<file path="config.mk">
export PLATFORM = sky130hd
export DESIGN_NAME = multibyte_compare_ctrl
export DESIGN_NICKNAME = d
export VERILOG_FILES = /design/src/rtl/multibyte_compare_ctrl_pkg.sv /design/src/rtl/comparator_8b.sv /design/src/rtl/multibyte_compare_ctrl.sv
export SDC_FILE = /design/constraint.sdc
export NUM_CORES = 1
export LEC_CHECK = 0
export BUFFER_PORTS_ARGS = -buffer_cell sky130_fd_sc_hd__buf_2
export CORE_MARGIN = 10
export CORE_UTILIZATION = 25
export DETAILED_ROUTE_END_ITERATION = 10
export HOLD_SLACK_MARGIN = 0.15
export PLACE_DENSITY = 0.46
export SETUP_SLACK_MARGIN = 0.15
export SYNTH_ARGS = -nofsm -noshare
export SYNTH_HDL_FRONTEND = slang
export SYNTH_SLANG_ARGS = --single-unit
</file>
<file path="constraint.sdc">
create_clock -name clk -period 2.75 [get_ports clk]
set_clock_uncertainty 0.2 [all_clocks]
set_input_delay 0.55 -clock clk [delete_from_list [all_inputs] [get_ports clk]]
set_output_delay 0.55 -clock clk [all_outputs]
set_load 0.005 [all_outputs]
</file>
<file path="src/rtl/multibyte_compare_ctrl_pkg.sv">
// Shared definitions for the byte-serial multibyte magnitude comparator.
package multibyte_compare_ctrl_pkg;

  localparam int BYTE_W = 8;

  typedef enum logic [1:0] {
    IDLE    = 2'd0,
    COMPARE = 2'd1,
    DONE    = 2'd2
  } state_t;

  // Byte-index width; never narrower than one bit so WORDS=1 still has an idx register.
  function automatic int idx_width(input int words);
    return (words <= 1) ? 1 : $clog2(words);
  endfunction

endpackage

</file>
<file path="src/rtl/comparator_8b.sv">
// Combinational 8-bit unsigned magnitude comparator.
module comparator_8b (
  input  logic [7:0] a,
  input  logic [7:0] b,
  output logic       gt,
  output logic       eq,
  output logic       lt
);

  assign gt = (a > b);
  assign eq = (a == b);
  assign lt = (a < b);

endmodule

</file>
<file path="src/rtl/multibyte_compare_ctrl.sv">
// Compares two WORDS-byte unsigned operands MSB first through one shared 8-bit
// comparator, stopping at the first unequal byte; start/busy/done handshake.
module multibyte_compare_ctrl
  import multibyte_compare_ctrl_pkg::*;
#(
  parameter  int WORDS = 4,
  localparam int IDX_W = idx_width(WORDS)
) (
  input  logic                      clk,
  input  logic                      rst_n,
  input  logic                      start,
  input  logic [BYTE_W*WORDS-1:0]   a_in,
  input  logic [BYTE_W*WORDS-1:0]   b_in,
  output logic                      busy,
  output logic                      done,
  output logic                      A_greater_B,
  output logic                      A_equal_B,
  output logic                      A_less_B,
  output logic [IDX_W:0]            bytes_used
);

  localparam logic [IDX_W-1:0] IDX_LAST = IDX_W'(WORDS - 1);
  localparam logic [IDX_W:0]   WORDS_V  = (IDX_W + 1)'(WORDS);

  state_t                    state;
  logic [BYTE_W*WORDS-1:0]   a_reg;
  logic [BYTE_W*WORDS-1:0]   b_reg;
  logic [IDX_W-1:0]          idx;
  logic [BYTE_W-1:0]         a_byte;
  logic [BYTE_W-1:0]         b_byte;
  logic                      cmp_gt;
  logic                      cmp_eq;
  logic                      cmp_lt;

  assign a_byte = a_reg[{idx, 3'b000} +: BYTE_W];
  assign b_byte = b_reg[{idx, 3'b000} +: BYTE_W];

  comparator_8b u_cmp (
    .a  (a_byte),
    .b  (b_byte),
    .gt (cmp_gt),
    .eq (cmp_eq),
    .lt (cmp_lt)
  );

  always_ff @(posedge clk or negedge rst_n) begin
    if (!rst_n) begin
      state       <= IDLE;
      busy        <= 1'b0;
      done        <= 1'b0;
      A_greater_B <= 1'b0;
      A_equal_B   <= 1'b0;
      A_less_B    <= 1'b0;
      bytes_used  <= '0;
      a_reg       <= '0;
      b_reg       <= '0;
      idx         <= '0;
    end else begin
      case (state)
        IDLE: begin
          done <= 1'b0;
          if (start) begin
            a_reg       <= a_in;
            b_reg       <= b_in;
            idx         <= IDX_LAST;
            A_greater_B <= 1'b0;
            A_equal_B   <= 1'b0;
            A_less_B    <= 1'b0;
            bytes_used  <= '0;
            busy        <= 1'b1;
            state       <= COMPARE;
          end
        end
        COMPARE: begin
          if (!cmp_eq) begin
            // First differing byte decides the whole compare.
            A_greater_B <= cmp_gt;
            A_less_B    <= cmp_lt;
            bytes_used  <= WORDS_V - {1'b0, idx};
            busy        <= 1'b0;
            done        <= 1'b1;
            state       <= DONE;
          end else if (idx == '0) begin
            A_equal_B  <= 1'b1;
            bytes_used <= WORDS_V;
            busy       <= 1'b0;
            done       <= 1'b1;
            state      <= DONE;
          end else begin
            idx <= idx - 1'b1;
          end
        end
        DONE: begin
          done  <= 1'b0;
          state <= IDLE;
        end
        default: begin
          busy  <= 1'b0;
          done  <= 1'b0;
          state <= IDLE;
        end
      endcase
    end
  end

endmodule

</file>
# Word level (Yosys, flattened, before mapping)
# Index checks and enable logic that the tools add are counted.
# op_classes
reduce_logical	10
add_sub_neg	2
n_eq_ne	9
muxes	26
multipliers	0
n_div	0
n_shift	2
magnitude_cmp	2
n_bitwise	1
# op_table
op	count
indexed part select 32 x 6 -> 8 bit	2
two-way mux 2 bit	6
two-way mux 1 bit	10
!= test 2 bit (second input constant)	5
two-way mux 3 bit	3
AND reduction 3 bit	3
== test 8 bit	1
> comparator 8 bit	1
less-than comparator 8 bit	1
one-hot mux 2 bit (2 select lines)	2
AND reduction 4 bit	2
one-hot mux 1 bit (2 select lines)	3
one-hot mux 3 bit (2 select lines)	1
logical NOT 2 bit	2
AND reduction 2 bit	2
!= test 3 bit (second input constant)	1
one-hot mux 1 bit (3 select lines)	1
subtractor 3 x 2 -> 3 bit (first input constant)	1
== test 2 x 1 -> 1 bit (second input constant)	1
== test 2 bit (second input constant)	1
nonzero test 2 bit	1
subtractor 2 x 1 -> 2 bit (second input constant)	1
NOT 1 bit	1
# word_totals
memories	0
latchBits	0
word_cells	62
ramBits	0
reg_bits	76
rom_bits	0

# Longest topological paths before layout
# Gate-level depths: netlist (run 1).
# depth
depth_word	4
ltp_mapped	8
depth_no_buf	7

# Hierarchy
# From an unflattened synthesis (run 1), not the netlist that was laid out.
# unflattened
hier_cells	223
area_unflattened_um2	3462.1
# modules_own_cells
module	area_each_um2	seq_area_each_um2	instances	cells_each
multibyte_compare_ctrl	3236.9	1901.8	1	194
comparator_8b	225.2	0.0	1	29

# Worst setup path after synthesis (run 1)
# OpenSTA, ideal clock, no wires.
# synth_path
path_type	register to register
start	reg idx[0]
end	reg A_less_B
period_less_slack_ns	2.471
path_stages_with_launch	8
path_buffers	1
setup_time_ns	0.122
arrival_ns	2.149
slack_ns	0.279
cell_sequence	dfrtp_1 -> buf_2 -> mux4_2 -> ha_1 -> nand4_1 -> o21ai_1 -> nor2_1 -> a32o_1
# synth_via
elab_chain_len	4
word_cells_on_any_way	8
# synth_lines
element	line_no	source
from (decl)	multibyte_compare_ctrl.sv:28	logic [IDX_W-1:0] idx;
from (signal assigned)	multibyte_compare_ctrl.sv:90	idx <= idx - 1'b1;
indexed part select 32 x 6 -> 8 bit (on tied branches)	multibyte_compare_ctrl.sv:35, multibyte_compare_ctrl.sv:36	
less-than comparator 8 bit / == test 8 bit (equally long branches)	comparator_8b.sv:12, comparator_8b.sv:11	
two-way mux 1 bit / != test 2 bit (equally long branches)	-	
one-hot mux 1 bit (2 select lines) / AND reduction 3 bit (equally long branches)	-	
to (signal assigned)	multibyte_compare_ctrl.sv:78	A_less_B <= cmp_lt;
to (decl)	multibyte_compare_ctrl.sv:18	output logic A_less_B,
# Parallel ways exist; a longest one is shown, timed or not. The select of a mux whose other input is x is not followed.
# A chain may end at the register's enable or synchronous reset.

# Worst setup path in the final report (run 1)
# layout_path
start	reg idx[0]
end	reg idx[1]
# layout_via
elab_chain_len	4
word_cells_on_any_way	11
# layout_lines
element	line_no	source
indexed part select 32 x 6 -> 8 bit, or another cell as far along	multibyte_compare_ctrl.sv:35	assign a_byte = a_reg[{idx, 3'b000} +: BYTE_W];
== test 8 bit / two-way mux 2 bit (equally long branches)	comparator_8b.sv:11, multibyte_compare_ctrl.sv:83	
!= test 2 bit (no source line) / two-way mux 2 bit (equally long branches)	-	
AND reduction 4 bit (no source line) / one-hot mux 2 bit (2 select lines) (equally long branches)	-	
# Parallel ways exist; a longest one is shown, timed or not. The select of a mux whose other input is x is not followed.

==> flow_summary.ini, run 1 <==
[synth]
synth_area_per_cell_um2 = 9.57
ys_seq_area_frac = 0.541
synthCells = 367
syn_nets = 443
syn-cell-area_um2 = 3510
ys_types = 30
yosys_warnings = 0
synth.ff_latch_count = 76

[clock_tree]
htreeDepth = 3
cts_tree = built
cts_made_buffers = 9
clock_tree.root_cell = clkbuf_16
clk_latency_ps = 330
clk_path_buf_depth = 2
clkTransAtPathRegs_ps = 60
cts.sinks = 76

[cells_and_area]
final_cell_mix = 196 x nand2_1, 75 x dfrtp_1, 73 x buf_2
fin_util = 0.328
drive_gt1_frac = 0.284
syn2layout_area_growth_pct = 28.9
diodes = 0
final_nets = 522
fill_cells = 1457
multi_input_area_um2 = 1530
ff_latch_area_um2 = 1900
layout_commonest_cell = nand2_1

[grt]
track_usage = 0.0973
grt_pass1_vias = 3049
grt_overflow = 0
grt_pass1_wl_um = 15200
grt_max_degree = 48
antenna_found_initial = 0

[timing]
fin_tns_setup_ps = 0
rsz0062_at_grt = true
max_clock_freq_ghz = 0.400
period_share = 0.909
hold_viol_final = 0
slew_violations = 0
slew-limit-headroom = 0.549
worst_pin_slew_ps = 677
finalSetupViolCount = 0
layout_min_cycle_time_ps = 2500

[pwr]
finalPower_mw = 4.22
max-vdd-ir-drop_mv = 0.302
power_density_nw_per_um2 = 932
leakage_nw = 2.38

[floorplanning]
floorplan.initialDensity = 0.254
die_y_um = 139
die_area_um2 = 19200
coreArea_um2 = 13800
num_io_pins = 75
num_rows = 43
die_x_um = 139

[worst_setup_path]
crit_arrival_ps = 2550
start_kind = flop
crit_start = idx[0]$_DFFE_PN0P_
crit_fanout = 7
crit_type = flop to flop
cp.required_ps = 2800
regToRegStartpoint = idx[0]$_DFFE_PN0P_
r2r-end = idx[1]$_DFFE_PN0P_
cp-end-kind = flop
r2r_setup_slack_ps = 250
reg2reg_depth = 8

[placed_design]
portBuffers = 74
place.gp.congestion = 0.845
place_hpwl_um = 6920

[run]
drv_cap = 0

[route]
first_iter_violations = 164
finalWirelength_um = 9200
num_vias = 2700
final_antenna_net_count = 0
drt-pass1-iter-count = 4
vias_per_cell = 4.29
route.detailed.drc = 0
routedWlPerCell_um = 14.6

[status]
status = completed

[hold_path]
hold_path.class = input pin to flop
hold_start = a_in[11]
hold_depth = 3
hold-path-endpoint = a_reg[11]$_DFFE_PN0P_
[metal layers]
metal,global-route usage,vias to the layer above,routed length [um]
met4,0.0366,0,140
met3,0.0240,9,384
met5,0,-,0
li1,-,1352,-
met2,0.163,48,4600
met1,0.118,1291,4070
[how the worst max path moves through the flow]
stage,cells after the start,slack (ps),end
after floorplan,7,280,A_less_B$_DFFE_PN0P_
after detailed placement,7,90,idx[1]$_DFFE_PN0P_
after global placement,7,180,idx[0]$_DFFE_PN0P_
final,8,250,idx[1]$_DFFE_PN0P_
after global routing,8,100,idx[1]$_DFFE_PN0P_
after CTS,7,160,A_less_B$_DFFE_PN0P_
[worst max-delay path, stage by stage, from the launching register on]
cell,delay (ps)
dfrtp_2,440
buf_12,160
mux4_2,540
ha_4,300
nand4_1,80
buf_4,170
nor4_4,310
nor3_1,80
a21oi_1,130
[cells in the mapped netlist]
cell        n  area [um^2]
o21ai_0     4         20.0
nand2b_1    1         6.26
nand4_1     2         12.5
a31oi_1     1         6.26
o211a_1     1         10.0
nor2b_1     2         12.5
o41ai_1     1         8.76
o21ai_1     1         5.00
nor4_2      1         12.5
inv_1      11         41.3
ha_1        9          113
nand2_1   196          736
buf_2       7         35.0
nand3_1     3         15.0
a22o_1      2         17.5
nor2_1      4         15.0
or2_2       1         6.26
or3b_1      1         8.76
a32o_1      1         10.0
and4_1      2         17.5
a41oi_1     1         8.76
mux4_2     16          360
a21o_1      1         7.51
nor3_1      3         15.0
nor4_1      1         6.26
dfrtp_1    76         1900
nor3b_2     1         12.5
clkbuf_1    9         33.8
buf_6       3         33.8
a21oi_1     5         25.0
[cell families (layout without fill, tap and decap cells)]
kind of cell,count (synthesis),in the layout,synth area share
mux,16,16,0.103
flops,76,76,0.541
compound gates,18,18,0.0338
simple gates,218,218,0.249
buf+inv,30,113,0.0410
fa+ha+maj,9,9,0.0321
[power breakdown]
group | leakage, nW | internal [mW] | switching (mW) | total (mW)
combinational | 1.30 | 0.619 | 0.692 | 1.31
clock | 0.144 | 0.717 | 0.441 | 1.16
sequential | 0.936 | 1.52 | 0.233 | 1.75
total | 2.38 | 2.85 | 1.37 | 4.22
[repair_timing]
action	CTS	global route
endpoints found under the setup margin	3	9
hold endpoints to repair	29	0
pin swaps	1	4
gates resized for setup	1	10
hold buffers	1	0
cloned	0	1
setup buffers	0	2
[metrics by stage]
step | instances | worst slack, ps | hold WS [ps] | cell area, um^2
final | 630 | 250 | 207 | 4530
after global routing | 630 | 100 | 209 | 4530
after CTS | 627 | 156 | 210 | 4430
after detailed placement | 611 | 91.7 | 260 | 4120
after global placement | 611 | 177 | 255 | 4120
after floorplan | 367 | 279 | 54.4 | 3510
[cell type report]
type                       count  area share
multi-input combinational    261       0.338
inverter                      11     0.00912
clock inverter                 5      0.0116
tap                          180      0.0497
clock buffer                  10      0.0528
timing repair buffer          87       0.118
sequential                    76       0.420
Note: power is estimated with default switching activity, not from simulation.
==> run 2, diff against run 1 <==
--- a/config.mk
+++ b/config.mk
@@ -11,7 +11,7 @@
 export DETAILED_ROUTE_END_ITERATION = 10
 export HOLD_SLACK_MARGIN = 0.15
 export PLACE_DENSITY = 0.46
-export SETUP_SLACK_MARGIN = 0.15
+export SETUP_SLACK_MARGIN = 0.4
 export SYNTH_ARGS = -nofsm -noshare
 export SYNTH_HDL_FRONTEND = slang
 export SYNTH_SLANG_ARGS = --single-unit
==> flow_summary.ini, run 2 (synthesized netlist as in run 1, its figures left out) <==
[pwr]
switchingPower_mw = 1.45
p_int_mw = 3.18
max-vdd-ir-drop_mv = 0.396
swShare = 0.313
power_density_nw_per_um2 = 978
combinationalPowerShare = 0.324
power_frac_seq = 0.378
finalPower_mw = 4.63
pwr-share-clk = 0.298
leakage_nw = 2.43

[clock_tree]
clock_tree.root_cell = clkbuf_16
htreeDepth = 3
cts_tree = built
clkTransAtPathRegs_ps = 60
cts.sinks = 76
clk_path_buf_depth = 2
clk_latency_ps = 330
cts_made_buffers = 9

[grt]
grt_overflow = 0
track_usage = 0.0988
grt_pass1_wl_um = 15400
grt_pass1_vias = 3033
grt_max_degree = 77
antenna_found_initial = 0

[cells_and_area]
fill_cells = 1422
ff_latch_area_um2 = 1900
syn2layout_area_growth_pct = 34.8
diodes = 0
final_cells = 634
final_cell_mix = 196 x nand2_1, 75 x dfrtp_1, 73 x buf_2
fin_util = 0.343
multi_input_area_um2 = 1640
layout_commonest_cell = nand2_1
drive_gt1_frac = 0.330
final_nets = 525

[status]
status = completed

[timing]
slew-limit-headroom = 0.555
period_share = 0.899
hold-worst-slack_ps = 209
slew_violations = 0
fin_tns_setup_ps = 0
worst_pin_slew_ps = 668
max_clock_freq_ghz = 0.404
rsz0062_at_grt = true
layout_min_cycle_time_ps = 2470
finalSetupViolCount = 0
hold_viol_final = 0

[floorplanning]
num_io_pins = 75
die_area_um2 = 19200
num_rows = 43
coreArea_um2 = 13800
floorplan.initialDensity = 0.254
die_y_um = 139
die_x_um = 139

[hold_path]
hold_path.class = input pin to flop
hold_depth = 3

[route]
finalWirelength_um = 9330
final_antenna_net_count = 0
vias_per_cell = 4.28
routedWlPerCell_um = 14.7
drt-pass1-iter-count = 4
first_iter_violations = 181
num_vias = 2711
route.detailed.drc = 0

[run]
drv_cap = 0

[worst_setup_path]
crit_type = flop to flop
start_kind = flop
cp-end-kind = flop
reg2reg_depth = 8
crit_arrival_ps = 2520
cp.required_ps = 2790
crit_fanout = 6

[placed_design]
place_hpwl_um = 6860
place.gp.congestion = 0.773
portBuffers = 74
placedCellCount = 610
[run 2: cell count changes in the layout (fill, tap and decap cells not counted), moves of 3 or more]
cell / delta
inv_2: +8
buf_6: +4
ha_4: +5
o21ai_1: +3
ha_1: -5
inv_1: -8
o21ai_0: -3
[run 2: worst max-delay path, cell delays in order (launching register included)]
cell and delay [ps]:
dfrtp_2 430, clkbuf_16 180, mux4_2 520, ha_4 290
nand4_1 110, buf_6 160, nor4_4 290, nor3_1 80
a21oi_1 120
[run 2: power by group through the flow]
stage	sequential [mW]	combinational (mW)	clock (mW)
floorplan	1.68	0.916	0
global placement	1.77	1.21	0
detailed placement	1.77	1.24	0
CTS	1.76	1.44	1.41
global route	1.80	1.74	1.45
finish	1.75	1.50	1.38
[run 2: path summary, 6_finish.rpt]
| path | from | end | slack [ps] |
|---|---|---|---|
| worst min register to register | a_reg[23]$_DFFE_PN0P_ | a_reg[23]$_DFFE_PN0P_ | 270 |
| worst min-delay path | a_in[3] | a_reg[3]$_DFFE_PN0P_ | 210 |
| worst max-delay path | idx[0]$_DFFE_PN0P_ | idx[0]$_DFFE_PN0P_ | 280 |
| worst max register to register | idx[0]$_DFFE_PN0P_ | idx[0]$_DFFE_PN0P_ | 280 |
| max in group asynchronous | rst_n | idx[0]$_DFFE_PN0P_ | 1410 |
| min in group asynchronous | rst_n | a_reg[15]$_DFFE_PN0P_ | 580 |
[run 2: what timing repair did]
action	CTS	global route
endpoints found under the setup margin	10	11
pin swaps	6	5
cloned	1	0
resized for setup	23	13
endpoints found under the hold margin	76	0
buffers inserted	6	0
hold buffers	1	0
[run 2: routing by layer]
| layer | wire length (um) | share of wire | GRT usage | vias up |
|---|---|---|---|---|
| li1 | - | - | - | 1356 |
| met1 | 4140 | 0.44 | 0.117 | 1297 |
| met2 | 4630 | 0.50 | 0.170 | 50 |
| met3 | 438 | 0.047 | 0.0250 | 8 |
| met4 | 124 | 0.013 | 0.0333 | 0 |
| met5 | 0 | 0 | 0 | - |
[run 2: cell type report]
class                      count  share of cell area
clock buffer                  12              0.0541
multi-input combinational    261               0.346
clock inverter                 4              0.0201
timing repair buffer          90               0.122
inverter                      11             0.00872
tap                          180              0.0475
sequential                    76               0.402
[run 2: through the flow]
stage	area, um^2	setup slack [ps]
after floorplan	3550	387
after global placement	4150	186
after detailed placement	4150	132
after CTS	4680	268
after global routing	4740	152
final	4740	278
